$ cat config.mk
export PLATFORM = sky130hd
export DESIGN_NAME = prompt_tuner
export DESIGN_NICKNAME = d
export VERILOG_FILES = /design/src/rtl/prompt_tuner.sv
export SDC_FILE = /design/constraint.sdc
export NUM_CORES = 1
export LEC_CHECK = 0
export CAP_MARGIN = 20
export CORE_MARGIN = 10
export CORE_UTILIZATION = 55
export DETAILED_ROUTE_END_ITERATION = 6
export PLACE_DENSITY_LB_ADDON = 0.2
export SYNTH_ARGS = -nofsm -noshare
export SYNTH_HDL_FRONTEND = slang
export SYNTH_SLANG_ARGS = --single-unit
$ cat constraint.sdc
create_clock -name clk -period 3.4 [get_ports clk]
set_clock_uncertainty 0.2 [all_clocks]
set_input_delay 0.68 -clock clk [delete_from_list [all_inputs] [get_ports clk]]
set_output_delay 0.68 -clock clk [all_outputs]
set_load 0.02 [all_outputs]
$ cat src/rtl/prompt_tuner.sv
// Iterative prompt tuner: per stage, generate/evaluate/adjust until the score hits its target, then emit a video pulse.
// Latency: 4 cycles + score wait per adjust iteration; the run stalls indefinitely in WAIT until score_valid.
module prompt_tuner #(
    parameter int NUM_STAGES = 2,
    parameter int W          = 8,
    parameter int STEP       = 1,
    parameter int TOL        = 0,
    parameter int MAX_ITER   = 64,
    parameter int TARGET0    = 100,
    parameter int INIT0      = 50,
    parameter int INITK      = 150,
    parameter int AIM_T0     = 30,
    parameter int AIM_T1     = 45,
    parameter int AIM_T2     = 60,
    localparam int SW        = (NUM_STAGES > 1) ? $clog2(NUM_STAGES) : 1
) (
    input  logic                    clk,
    input  logic                    rst,
    input  logic                    start,
    input  logic [2:0]              aim,
    input  logic [W-1:0]            score,
    input  logic                    score_valid,
    output logic                    make,
    output logic                    check,
    output logic [SW-1:0]           stage_idx,
    output logic [NUM_STAGES*W-1:0] prmt,
    output logic                    make_video,
    output logic                    busy,
    output logic                    done,
    output logic                    fail
);
    localparam int IW = $clog2(MAX_ITER + 1);

    typedef enum logic [3:0] {
        S_IDLE, S_MAKE, S_CHECK, S_WAIT, S_ADJUST, S_NEXT, S_VIDEO, S_DONE, S_FAIL
    } state_t;

    state_t        state;
    logic [IW-1:0] iter;
    logic [2:0]    aim_q;
    logic          lt, gt;

    logic [W:0]    tgt, s_ext, diff, inc;
    logic [W-1:0]  cur, up, dn, adj;
    logic          conv;

    function automatic logic [NUM_STAGES*W-1:0] init_prmt();
        logic [NUM_STAGES*W-1:0] r;
        for (int k = 0; k < NUM_STAGES; k++)
            r[k*W +: W] = (k == 0) ? W'(INIT0) : W'(INITK);
        return r;
    endfunction

    always_comb begin
        tgt = (W+1)'(TARGET0);
        if (stage_idx != '0) begin
            if (aim_q[0])      tgt = (W+1)'(AIM_T0);
            else if (aim_q[1]) tgt = (W+1)'(AIM_T1);
            else if (aim_q[2]) tgt = (W+1)'(AIM_T2);
        end
        // Extra bit keeps the distance exact for any score/target pair.
        s_ext = {1'b0, score};
        diff  = (s_ext >= tgt) ? s_ext - tgt : tgt - s_ext;
        conv  = (diff <= (W+1)'(TOL));

        cur = prmt[int'(stage_idx)*W +: W];
        inc = {1'b0, cur} + (W+1)'(STEP);
        up  = inc[W] ? '1 : inc[W-1:0];
        dn  = ({1'b0, cur} >= (W+1)'(STEP)) ? cur - W'(STEP) : '0;
        adj = lt ? up : (gt ? dn : cur);
    end

    always_ff @(posedge clk) begin
        if (rst) begin
            state      <= S_IDLE;
            make       <= 1'b0;
            check      <= 1'b0;
            make_video <= 1'b0;
            busy       <= 1'b0;
            done       <= 1'b0;
            fail       <= 1'b0;
            stage_idx  <= '0;
            iter       <= '0;
            prmt       <= init_prmt();
            aim_q      <= '0;
            lt         <= 1'b0;
            gt         <= 1'b0;
        end else begin
            make       <= 1'b0;
            check      <= 1'b0;
            make_video <= 1'b0;
            case (state)
                S_IDLE, S_DONE, S_FAIL: begin
                    if (start) begin
                        done <= 1'b0;
                        if (NUM_STAGES > 1 && !$onehot(aim)) begin
                            fail  <= 1'b1;
                            state <= S_FAIL;
                        end else begin
                            fail      <= 1'b0;
                            aim_q     <= aim;
                            prmt      <= init_prmt();
                            stage_idx <= '0;
                            iter      <= '0;
                            busy      <= 1'b1;
                            make      <= 1'b1;
                            state     <= S_MAKE;
                        end
                    end
                end
                S_MAKE: begin
                    check <= 1'b1;
                    state <= S_CHECK;
                end
                S_CHECK: state <= S_WAIT;
                S_WAIT: begin
                    if (score_valid) begin
                        lt    <= (s_ext < tgt);
                        gt    <= (s_ext > tgt);
                        state <= conv ? S_NEXT : S_ADJUST;
                    end
                end
                S_ADJUST: begin
                    if (iter == IW'(MAX_ITER)) begin
                        fail  <= 1'b1;
                        busy  <= 1'b0;
                        state <= S_FAIL;
                    end else begin
                        prmt[int'(stage_idx)*W +: W] <= adj;
                        iter  <= iter + 1'b1;
                        make  <= 1'b1;
                        state <= S_MAKE;
                    end
                end
                S_NEXT: begin
                    if (stage_idx == SW'(NUM_STAGES - 1)) begin
                        make_video <= 1'b1;
                        state      <= S_VIDEO;
                    end else begin
                        stage_idx <= stage_idx + 1'b1;
                        iter      <= '0;
                        make      <= 1'b1;
                        state     <= S_MAKE;
                    end
                end
                S_VIDEO: begin
                    done  <= 1'b1;
                    busy  <= 1'b0;
                    state <= S_DONE;
                end
                default: state <= S_IDLE;
            endcase
        end
    end
endmodule

==> flow_metrics.py <==
metrics = {
    "cts": {
        "post_cts_buffers": 0,
        "cts_buffer_depth": 2,
        "holdBufCountCts": 0,
        "htreeDepth": 2,
        "cts_resized": 0,
        "cts.sinks": 39,
        "clk-insertion-delay-late_ps": 290,
        "cts_root_buffer": "clkbuf_8",
        "clkTransAtPathRegs_ps": 80,
        "cts_buffers": 5,
        "cts_tree": "done",
    },
    "floorplanning": {
        "start_util": 0.5798,
        "die_w_um": 94.08,
        "core-area_um2": 5205,
        "dieArea_um2": 8850,
        "die_h_um": 94.08,
        "core.rowCount": 26,
        "top_level_ports": 38,
    },
    "synth": {
        "synth_simple_gate_area_frac": 0.2537,
        "ys_types": 57,
        "muxShareOfSynthArea": 0.05224,
        "synth_flop_cell": "dfxtp_1",
        "synth-seq-cells": 39,
        "synth_edf_count": 0,
        "synth_adder_area_share": 0.09453,
        "synth_xor_area_frac": 0.03773,
        "synth_top_area_cell": "dfxtp_1",
        "synthArstFlopShare": 0,
        "ys_top_cells_by_area": "dfxtp_1 (26%), ha_1 (7.5%), nor2_1 (5.5%), a21oi_1 (4.6%), nand2_1 (4.2%)",
        "seq_area_frac_synth": 0.2587,
        "synth_top_area_share": 0.2587,
        "ys_warn_count": 0,
        "syn_area_per_cell_um2": 7.621,
        "synth_top_family_by_area": "simple AND/OR/NAND/NOR gates",
        "syn_inst": 396,
        "netlist_area_um2": 3018,
        "synth_compound_area_frac": 0.2413,
        "syn_nets": 432,
    },
    "critical_path": {
        "r2r_cells": 8,
        "critPathTopFamily": "compound AO/OA/AOI/OAI gates",
        "endpoint_kind": "flop",
        "reg2reg_to": "prmt[2]",
        "cp.required_ps": 3390,
        "cp_max_fo": 7,
        "critPathKind": "reg2reg",
        "cp.arrival_ps": 2960,
        "r2r_start": "stage_idx",
        "rrSetupSlack_ps": 430,
        "worst_path_max_delay_cell": "dfxtp_1",
        "critical-path-max-stage-delay_ps": 540,
        "crit_path_start_kind": "flop",
        "cp_num_buf_inv": 1,
        "path_cells": "mux2i_2 > inv_1 > ha_1 > or3_4 > o21ai_2 > nor2_1 > o32a_1 > a32o_1",
    },
    "global_routing": {
        "grt_usage": 0.1810,
        "grt_max_degree": 24,
        "overflow": 0,
        "grt_pass1_wl_um": 13340,
        "grt_pass1_vias": 2891,
        "antenna_found_initial": 0,
    },
    "power": {
        "vdd_drop_max_mv": 0.2423,
        "power-per-cell-area_nw_per_um2": 281.3,
        "p_seq_frac": 0.482,
        "p_clk_frac": 0.326,
        "p_leak_nw": 1.341,
        "internal-power_uw": 716.4,
        "pwr-share-comb": 0.192,
        "switchingPower_uw": 290.6,
        "p_sw_frac": 0.2886,
    },
    "route": {
        "drt.antenna.violating_nets": 0,
        "drt_pass1_iterations": 7,
        "drt_iter0_drc": 153,
        "vias_per_cell": 6.087,
        "drt_wl_total_um": 8138,
        "post_drt_wl_per_cell_um": 16.08,
        "vias": 3080,
        "route.detailed.drc": 0,
    },
    "sta": {
        "finalMaxSlewViolations": 0,
        "slew-limit-headroom": 0.5567,
        "fin_ws_ps": 430.2,
        "rsz0062_at_grt": "no",
        "setup_viol": 0,
        "post-route-period-util": 0.8735,
        "worstMarginPinSlew_ps": 659.9,
        "period_minus_slack_ps": 2970,
        "finalSetupTns_ps": 0,
        "max_freq_mhz": 336.7,
        "hold_viol": 0,
        "fin_hold_ws_ps": 306.9,
    },
    "place": {
        "hpwl_um": 6175,
        "io_buffers": 37,
        "place_congestion": 0.9692,
        "placement.setup.worst_slack_ps": 167.4,
        "place_area_um2": 3492,
    },
    "run_status": {
        "status": "complete, no violations",
    },
    "cells_and_area": {
        "nNetsFinal": 472,
        "n_fill_cell": 451,
        "fin_util": 0.6877,
        "drive_gt1_frac": 0.08486,
        "layout_commonest_cell": "nor2_1",
        "fin_area_um2": 3580,
        "layout_common_cells": "nor2_1 (44), dfxtp_1 (39), clkdlybuf4s50_1 (37)",
        "num_antenna_cells": 0,
        "area_growth_pct": 18.62,
    },
    "min_path": {
        "holdPathStages": 2,
        "hp-start": "prmt[0]",
        "holdPathEnd": "prmt[0]",
        "hp-class": "reg2reg",
    },
    "run": {
        "drv_cap": 0,
    },
}
registers in the layout, summed over array words and instances (netlist names), 3 cells and up:
name   flops
aim_q      3
iter       7
prmt      16
state      4
layer usage:
metal | vias up | global-route usage | share of wire
met5 | - | 0 | 0
met4 | 0 | 0.06835 | 0.019
met3 | 18 | 0.03357 | 0.066
met2 | 102 | 0.3088 | 0.48
met1 | 1449 | 0.2190 | 0.44
li1 | 1511 | - | -
worst min-delay path: stages, from the launching register on:
cell and delay, ps:
dfxtp_1 340, nand2_1 60, o21ai_0 60
final cells by class:
type / instances / area (µm²) / area share
clock inverter: 1 / 5.005 / 0.001398
tap: 70 / 87.58 / 0.02447
inverter: 28 / 105.1 / 0.02936
multi-input combinational: 312 / 2051 / 0.5729
clock buffer: 6 / 82.58 / 0.02307
sequential: 39 / 780.7 / 0.2181
timing repair buffer: 50 / 467.9 / 0.1307
through the flow:
stage               power, mW  std cells
finish                  1.007        506
global route            1.048        506
floorplan              0.6086        396
detailed placement     0.6864        499
global placement       0.6830        499
CTS                     1.010        506
power groups by stage:
stage	clock network (mW)	logic, mW	registers, mW
after floorplan	0	0.118	0.491
after global placement	0	0.187	0.496
after detailed placement	0	0.190	0.496
after CTS	0.334	0.192	0.485
after global routing	0.347	0.213	0.488
final	0.328	0.193	0.486
synthesized netlist by cell type (2+ instances only):
| library cell | n |
|---|---|
| nor2_1 | 44 |
| dfxtp_1 | 39 |
| nand2_1 | 34 |
| a21oi_1 | 28 |
| inv_1 | 26 |
| nor3_1 | 24 |
| ha_1 | 18 |
| o21ai_0 | 15 |
| clkbuf_1 | 13 |
| mux2i_1 | 11 |
| nand3_1 | 9 |
| nor2b_1 | 8 |
| o21ai_1 | 8 |
| xnor2_1 | 8 |
| nor4_1 | 7 |
| o32ai_1 | 7 |
| or3_1 | 7 |
| a211oi_1 | 6 |
| nand2b_1 | 6 |
| o32a_1 | 5 |
| xor2_1 | 5 |
| nor3b_1 | 4 |
| o22ai_1 | 4 |
| and3_1 | 3 |
| fa_1 | 3 |
| mux2_2 | 3 |
| nand3b_1 | 3 |
| o21bai_1 | 3 |
| o22a_1 | 3 |
| a21o_1 | 2 |
| a22oi_1 | 2 |
| a311oi_1 | 2 |
| a31o_2 | 2 |
| a31oi_1 | 2 |
| a32o_1 | 2 |
| a41oi_1 | 2 |
| buf_2 | 2 |
| buf_6 | 2 |
| inv_2 | 2 |
| o211a_1 | 2 |
| o31a_1 | 2 |
| o31ai_1 | 2 |
| or2_2 | 2 |
logic make-up after synthesis:
family                     count (synthesis)
buffers and inverters                     45
DFF                                       39
and+or+nand+nor                          157
muxes                                     15
xor gates and xnor gates                  13
adders and majority gates                 21
AOI/OAI and AO/OA                        106
worst max path at each step:
stage | start | endpoint | slack, ps | depth (start not counted)
global placement | aim[0] | iter[5] | 230 | 9
CTS | stage_idx | prmt[2] | 460 | 8
finish | stage_idx | prmt[2] | 430 | 8
floorplan | stage_idx | state[0] | 130 | 14
detailed placement | aim[0] | iter[6] | 170 | 9
global route | score[0] | state[0] | 230 | 9
(Power assumes the default switching activity.)
==> RTL edit 1: new RTL, same flow settings <==
Register the output `prmt` once more, cleared by the reset; this adds one clock of latency there. The other outputs are not delayed to match.
--- a/src/rtl/prompt_tuner.sv
+++ b/src/rtl/prompt_tuner.sv
@@ -35,6 +35,8 @@
         S_IDLE, S_MAKE, S_CHECK, S_WAIT, S_ADJUST, S_NEXT, S_VIDEO, S_DONE, S_FAIL
     } state_t;
 
+    logic [NUM_STAGES*W-1:0] prmt_s0;
+
     state_t        state;
     logic [IW-1:0] iter;
     logic [2:0]    aim_q;
@@ -63,7 +65,7 @@
         diff  = (s_ext >= tgt) ? s_ext - tgt : tgt - s_ext;
         conv  = (diff <= (W+1)'(TOL));
 
-        cur = prmt[int'(stage_idx)*W +: W];
+        cur = prmt_s0[int'(stage_idx)*W +: W];
         inc = {1'b0, cur} + (W+1)'(STEP);
         up  = inc[W] ? '1 : inc[W-1:0];
         dn  = ({1'b0, cur} >= (W+1)'(STEP)) ? cur - W'(STEP) : '0;
@@ -81,7 +83,7 @@
             fail       <= 1'b0;
             stage_idx  <= '0;
             iter       <= '0;
-            prmt       <= init_prmt();
+            prmt_s0    <= init_prmt();
             aim_q      <= '0;
             lt         <= 1'b0;
             gt         <= 1'b0;
@@ -99,7 +101,7 @@
                         end else begin
                             fail      <= 1'b0;
                             aim_q     <= aim;
-                            prmt      <= init_prmt();
+                            prmt_s0   <= init_prmt();
                             stage_idx <= '0;
                             iter      <= '0;
                             busy      <= 1'b1;
@@ -126,7 +128,7 @@
                         busy  <= 1'b0;
                         state <= S_FAIL;
                     end else begin
-                        prmt[int'(stage_idx)*W +: W] <= adj;
+                        prmt_s0[int'(stage_idx)*W +: W] <= adj;
                         iter  <= iter + 1'b1;
                         make  <= 1'b1;
                         state <= S_MAKE;
@@ -152,5 +154,13 @@
             endcase
         end
     end
+    always_ff @(posedge clk) begin
+        if (rst) begin
+            prmt <= '0;
+        end else begin
+            prmt <= prmt_s0;
+        end
+    end
+
 endmodule
 
Check against the original RTL: not equivalent (a bounded check fails within 4 cycles, from zero or initial values and one cycle with rst high).
==> RTL edit 1 against the original RTL <==
  * Sequential share of layout area up 5.3 points
  * Global-route usage down 1.9 points
  * Worst setup slack worse by 0.026 ns
  * Highest routed layer unchanged
  * Largest power group unchanged
  * Largest cell class unchanged
  * Routed wire length up 2.7%
  * Sequential cell count up 16
  * Critical path type unchanged
  * Power up 23%
  * Cell area up 13%
  * Via count up 2.3%
  * Synthesized cell count up 9.6%
  * Area after synthesis up 19%
==> RTL edit 1: results (changes against the original RTL) <==
Drt
  – Drt pass-1 iters: 5 (was 7)
  – Met1 WL: 3630 microns (was 3550 microns)
  – Wire per inst: 15.5 microns (was 16.1 microns)
  – Vias per inst: 5.84 (was 6.09)
  – Initial DRC Count: 147 (was 153)

Timing
  – Minimum clock period: 3.00 ns (was 2.97 ns)
  – Worst-Margin Slew: 0.652 ns (was 0.660 ns)

Synthesis
  – Synth area leaders: dfxtp_1 (31%), ha_1 (6.3%), nor2_1 (4.2%) (was dfxtp_1 (26%), ha_1 (7.5%), nor2_1 (5.5%))
  – Distinct cell type count after synthesis: 74 (was 57)
  – Post-synthesis compound-gate area fraction: 20.7% (was 24.1%)
  – Sequential area share after synthesis: 30.7% (was 25.9%)
  – Mux cell area share after synthesis: 5.17% (was 5.22%)
  – Top cells by count, synth: dfxtp_1 (55), nor2_1 (40), nand2_1 (37) (was nor2_1 (44), dfxtp_1 (39), nand2_1 (34))
  – Post-synthesis net count: 470 (was 432)
  – Yosys warning count: 0 (unchanged)
  – Adder-cell share of the synthesized area: 7.96% (was 9.45%)
  – Synth Area in XOR/XNOR: 2.69% (was 3.77%)

Global routing
  – Met3 Resource Use GR: 2.74% (was 3.36%)
  – Number of global-route vias before repair: 2982 (was 2891)
  – Met1 Use GR: 19.0% (was 21.9%)
  – Met2 Use GR: 29.0% (was 30.9%)
  – GRT Total Usage: 16.2% (was 18.1%)
  – Largest net degree at the start of global routing: 38 (was 24)
  – First-pass GRT wire length: 13900 microns (was 13300 microns)

Pwr
  – Pleak: 1.61 nW (was 1.34 nW)
  – P_sw: 0.343 mW (was 0.291 mW)
  – Maximum VDD drop: 0.265 mV (was 0.242 mV)

Critical path
  – Crit path DAT: 3.01 ns (was 2.96 ns)
  – R2R setup slack: 0.40 ns (was 0.43 ns)
  – Worst path max stage delay: 0.52 ns (was 0.54 ns)
  – Slowest CP cell: o31ai_1 (was dfxtp_1)
  – Maximum net fanout on the critical path: 8 (was 7)

Layout
  – Fraction of layout cells with a size suffix above 1: 8.23% (was 8.49%)
  – FF+latch area: 0.00110 sq mm (was 781 sq um)
  – Sequential cells: 55 (was 39)
  – Clk tree area frac: 2.38% (was 2.45%)
  – Filler instances: 550 (was 451)
  – Final #Nets: 497 (was 472)
  – Signal buf overhead: 9.87% (was 13.1%)
  – Logic inverters: 23 (was 28)
  – #MultiIn Comb: 335 (was 312)
  – Fraction of area in multi-input gates: 56.1% (was 57.3%)
  – Largest registers: prmt (16), prmt_s0 (16), iter (7) (was prmt (16), iter (7), state (4))

CTS
  – Clock transition at path regs: 0.10 ns (was 0.08 ns)
  – Worst skew pair latency: 0.31 ns (was 0.29 ns)

Hold path
  – Hold WC Path Type: reg -> reg (unchanged)

Outcome
  – Outcome: finished clean (unchanged)

Place
  – RD Place Congestion: 0.967 (was 0.969)
  – HPWL Detailed: 6350 microns (was 6170 microns)
==> RTL edit 1: power groups by stage <==
stage / logic, mW / registers, mW / clock network, mW
after floorplan: 0.126 / 0.691 / 0
after global placement: 0.184 / 0.690 / 0
after detailed placement: 0.188 / 0.691 / 0
after CTS: 0.189 / 0.676 / 0.384
after global routing: 0.207 / 0.678 / 0.412
final: 0.189 / 0.676 / 0.375
==> RTL edit 1: final timing paths <==
check | from | endpoint | cells after the start
setup / recovery | aim_q[0] | state[0] | 9
hold reg to reg | fail | fail | 1
setup reg to reg | aim_q[0] | state[0] | 9
hold / removal | fail | fail | 1
==> RTL edit 1: through the flow <==
stage               hold WS (ns)  power, mW  util, %  instance area, sq um  std cells
floorplan                  0.247      0.817        -                  3580        434
global placement           0.253      0.874     62.3                  3960        531
detailed placement         0.258      0.878     62.3                  3960        531
CTS                        0.285       1.25     63.9                  4060        539
global route               0.316       1.30     63.9                  4060        539
finish                     0.277       1.24     63.9                  4060        539
==> RTL edit 2: new RTL, same flow settings <==
Made on the original files. `W`: 8 -> 10.
--- a/src/rtl/prompt_tuner.sv
+++ b/src/rtl/prompt_tuner.sv
@@ -2,7 +2,7 @@
 // Latency: 4 cycles + score wait per adjust iteration; the run stalls indefinitely in WAIT until score_valid.
 module prompt_tuner #(
     parameter int NUM_STAGES = 2,
-    parameter int W          = 8,
+    parameter int W          = 10,
     parameter int STEP       = 1,
     parameter int TOL        = 0,
     parameter int MAX_ITER   = 64,
Interface: changed (resized prmt and score); port bits go from 38 to 44. No check against the original RTL was run, so the function may have changed too.
==> RTL edit 2 against the original RTL <==
  * Highest routed layer unchanged
  * Power up 8.9%
  * Area after synthesis up 5.7%
  * Cell count up 6.9%
  * Largest power group unchanged
  * Worst setup slack worse by 0.15 ns
  * Sequential share of layout area up 0.15 points
  * Sequential cell count up 4
  * Routed wire length up 15%
  * Cell area up 9.5%
==> RTL edit 2: results (changes against the original RTL) <==
Place
  – HPWL Detailed: 7210 microns (was 6170 microns)
  – Dpl cells: 533 (was 499)
  – PortBufs: 43 (was 37)
  – Placed instance area: 0.00379 sq mm (was 0.00349 sq mm)
  – Post-Place Setup Slack: -0.0400 ns (was 0.167 ns)

Drt
  – Initial DRC Count: 232 (was 153)
  – Met3 routed WL: 598 microns (was 534 microns)
  – Drt pass-1 iters: 5 (was 7)
  – Metal2 WL: 4640 microns (was 3900 microns)
  – Wire per inst: 17.3 microns (was 16.1 microns)
  – Met1 WL: 3930 microns (was 3550 microns)
  – Vias per inst: 6.14 (was 6.09)

Hold path
  – Hold_sp: iter[6] (was prmt[0])
  – Hold Path End: iter[6] (was prmt[0])

Synthesis
  – Top cell type's share of synthesized area: 27.0% (was 25.9%)
  – Synth area leaders: dfxtp_1 (27%), nor2_1 (6.8%), ha_1 (6.7%) (was dfxtp_1 (26%), ha_1 (7.5%), nor2_1 (5.5%))
  – Top cells by count, synth: nor2_1 (58), dfxtp_1 (43), nand2_1 (28) (was nor2_1 (44), dfxtp_1 (39), nand2_1 (34))
  – Cells after synthesis: 415 (was 396)
  – Distinct cell type count after synthesis: 61 (was 57)
  – Sequential area share after synthesis: 27.0% (was 25.9%)
  – Post-synthesis net count: 450 (was 432)

Layout
  – Largest registers: prmt (20), iter (7), state (4) (was prmt (16), iter (7), state (4))
  – Finished Layout Cells: 541 (was 506)
  – Final #Nets: 503 (was 472)
  – Filler instances: 457 (was 451)
  – Fraction of layout cells with a size suffix above 1: 9.17% (was 8.49%)

Critical path
  – WS Path Type: in -> reg (was reg -> reg)
  – Crit path DAT: 3.11 ns (was 2.96 ns)
  – Slowest CP cell: clkdlybuf4s50_1 (was dfxtp_1)
  – R2R setup slack: 0.29 ns (was 0.43 ns)
  – CP Launch Point: score[4] (was stage_idx)
  – Worst path max stage delay: 0.49 ns (was 0.54 ns)
  – Maximum net fanout on the critical path: 6 (was 7)
  – Critical Path End: state[0] (was prmt[2])

Global routing
  – Number of global-route vias before repair: 3118 (was 2891)
  – GRT Total Usage: 19.9% (was 18.1%)
  – Met3 Resource Use GR: 3.35% (was 3.36%)
  – Met1 Use GR: 24.2% (was 21.9%)
  – Met2 Use GR: 34.7% (was 30.9%)

Pwr
  – Switching share of total power: 26.0% (was 28.9%)
  – Maximum VDD drop: 0.232 mV (was 0.242 mV)
  – Pleak: 1.54 nW (was 1.34 nW)

Outcome
  – Outcome: finished clean (unchanged)

Timing
  – Worst slew margin: 30.7% (was 55.7%)
  – Min Hold Slack: 0.295 ns (was 0.307 ns)
-- RTL edit 2: power by group through the flow --
stage	Sequential, mW	Combinational, mW	Clock, mW
floorplan	0.535	0.101	0
finish	0.529	0.169	0.399
global route	0.531	0.186	0.426
CTS	0.529	0.167	0.401
global placement	0.539	0.164	0
detailed placement	0.540	0.166	0
-- RTL edit 2: cell type report --
class / instances / area (sq um) / area share (%)
inverter: 23 / 86.3 / 2.20
tap: 72 / 90.1 / 2.30
multi-input combinational: 333 / 2180 / 55.7
sequential: 43 / 861 / 22.0
timing repair buffer: 62 / 586 / 14.9
clock buffer: 5 / 68.8 / 1.76
clock inverter: 3 / 43.8 / 1.12
-- RTL edit 2: cell families after synthesis --
group / after synthesis / share of synthesized area [%]
adders and majority gates: 18 / 7.30
muxes: 18 / 5.85
xor gates and xnor gates: 14 / 3.84
buffers and inverters: 39 / 4.94
DFF: 43 / 27.0
and+or+nand+nor: 175 / 27.5
AOI/OAI and AO/OA: 108 / 23.6
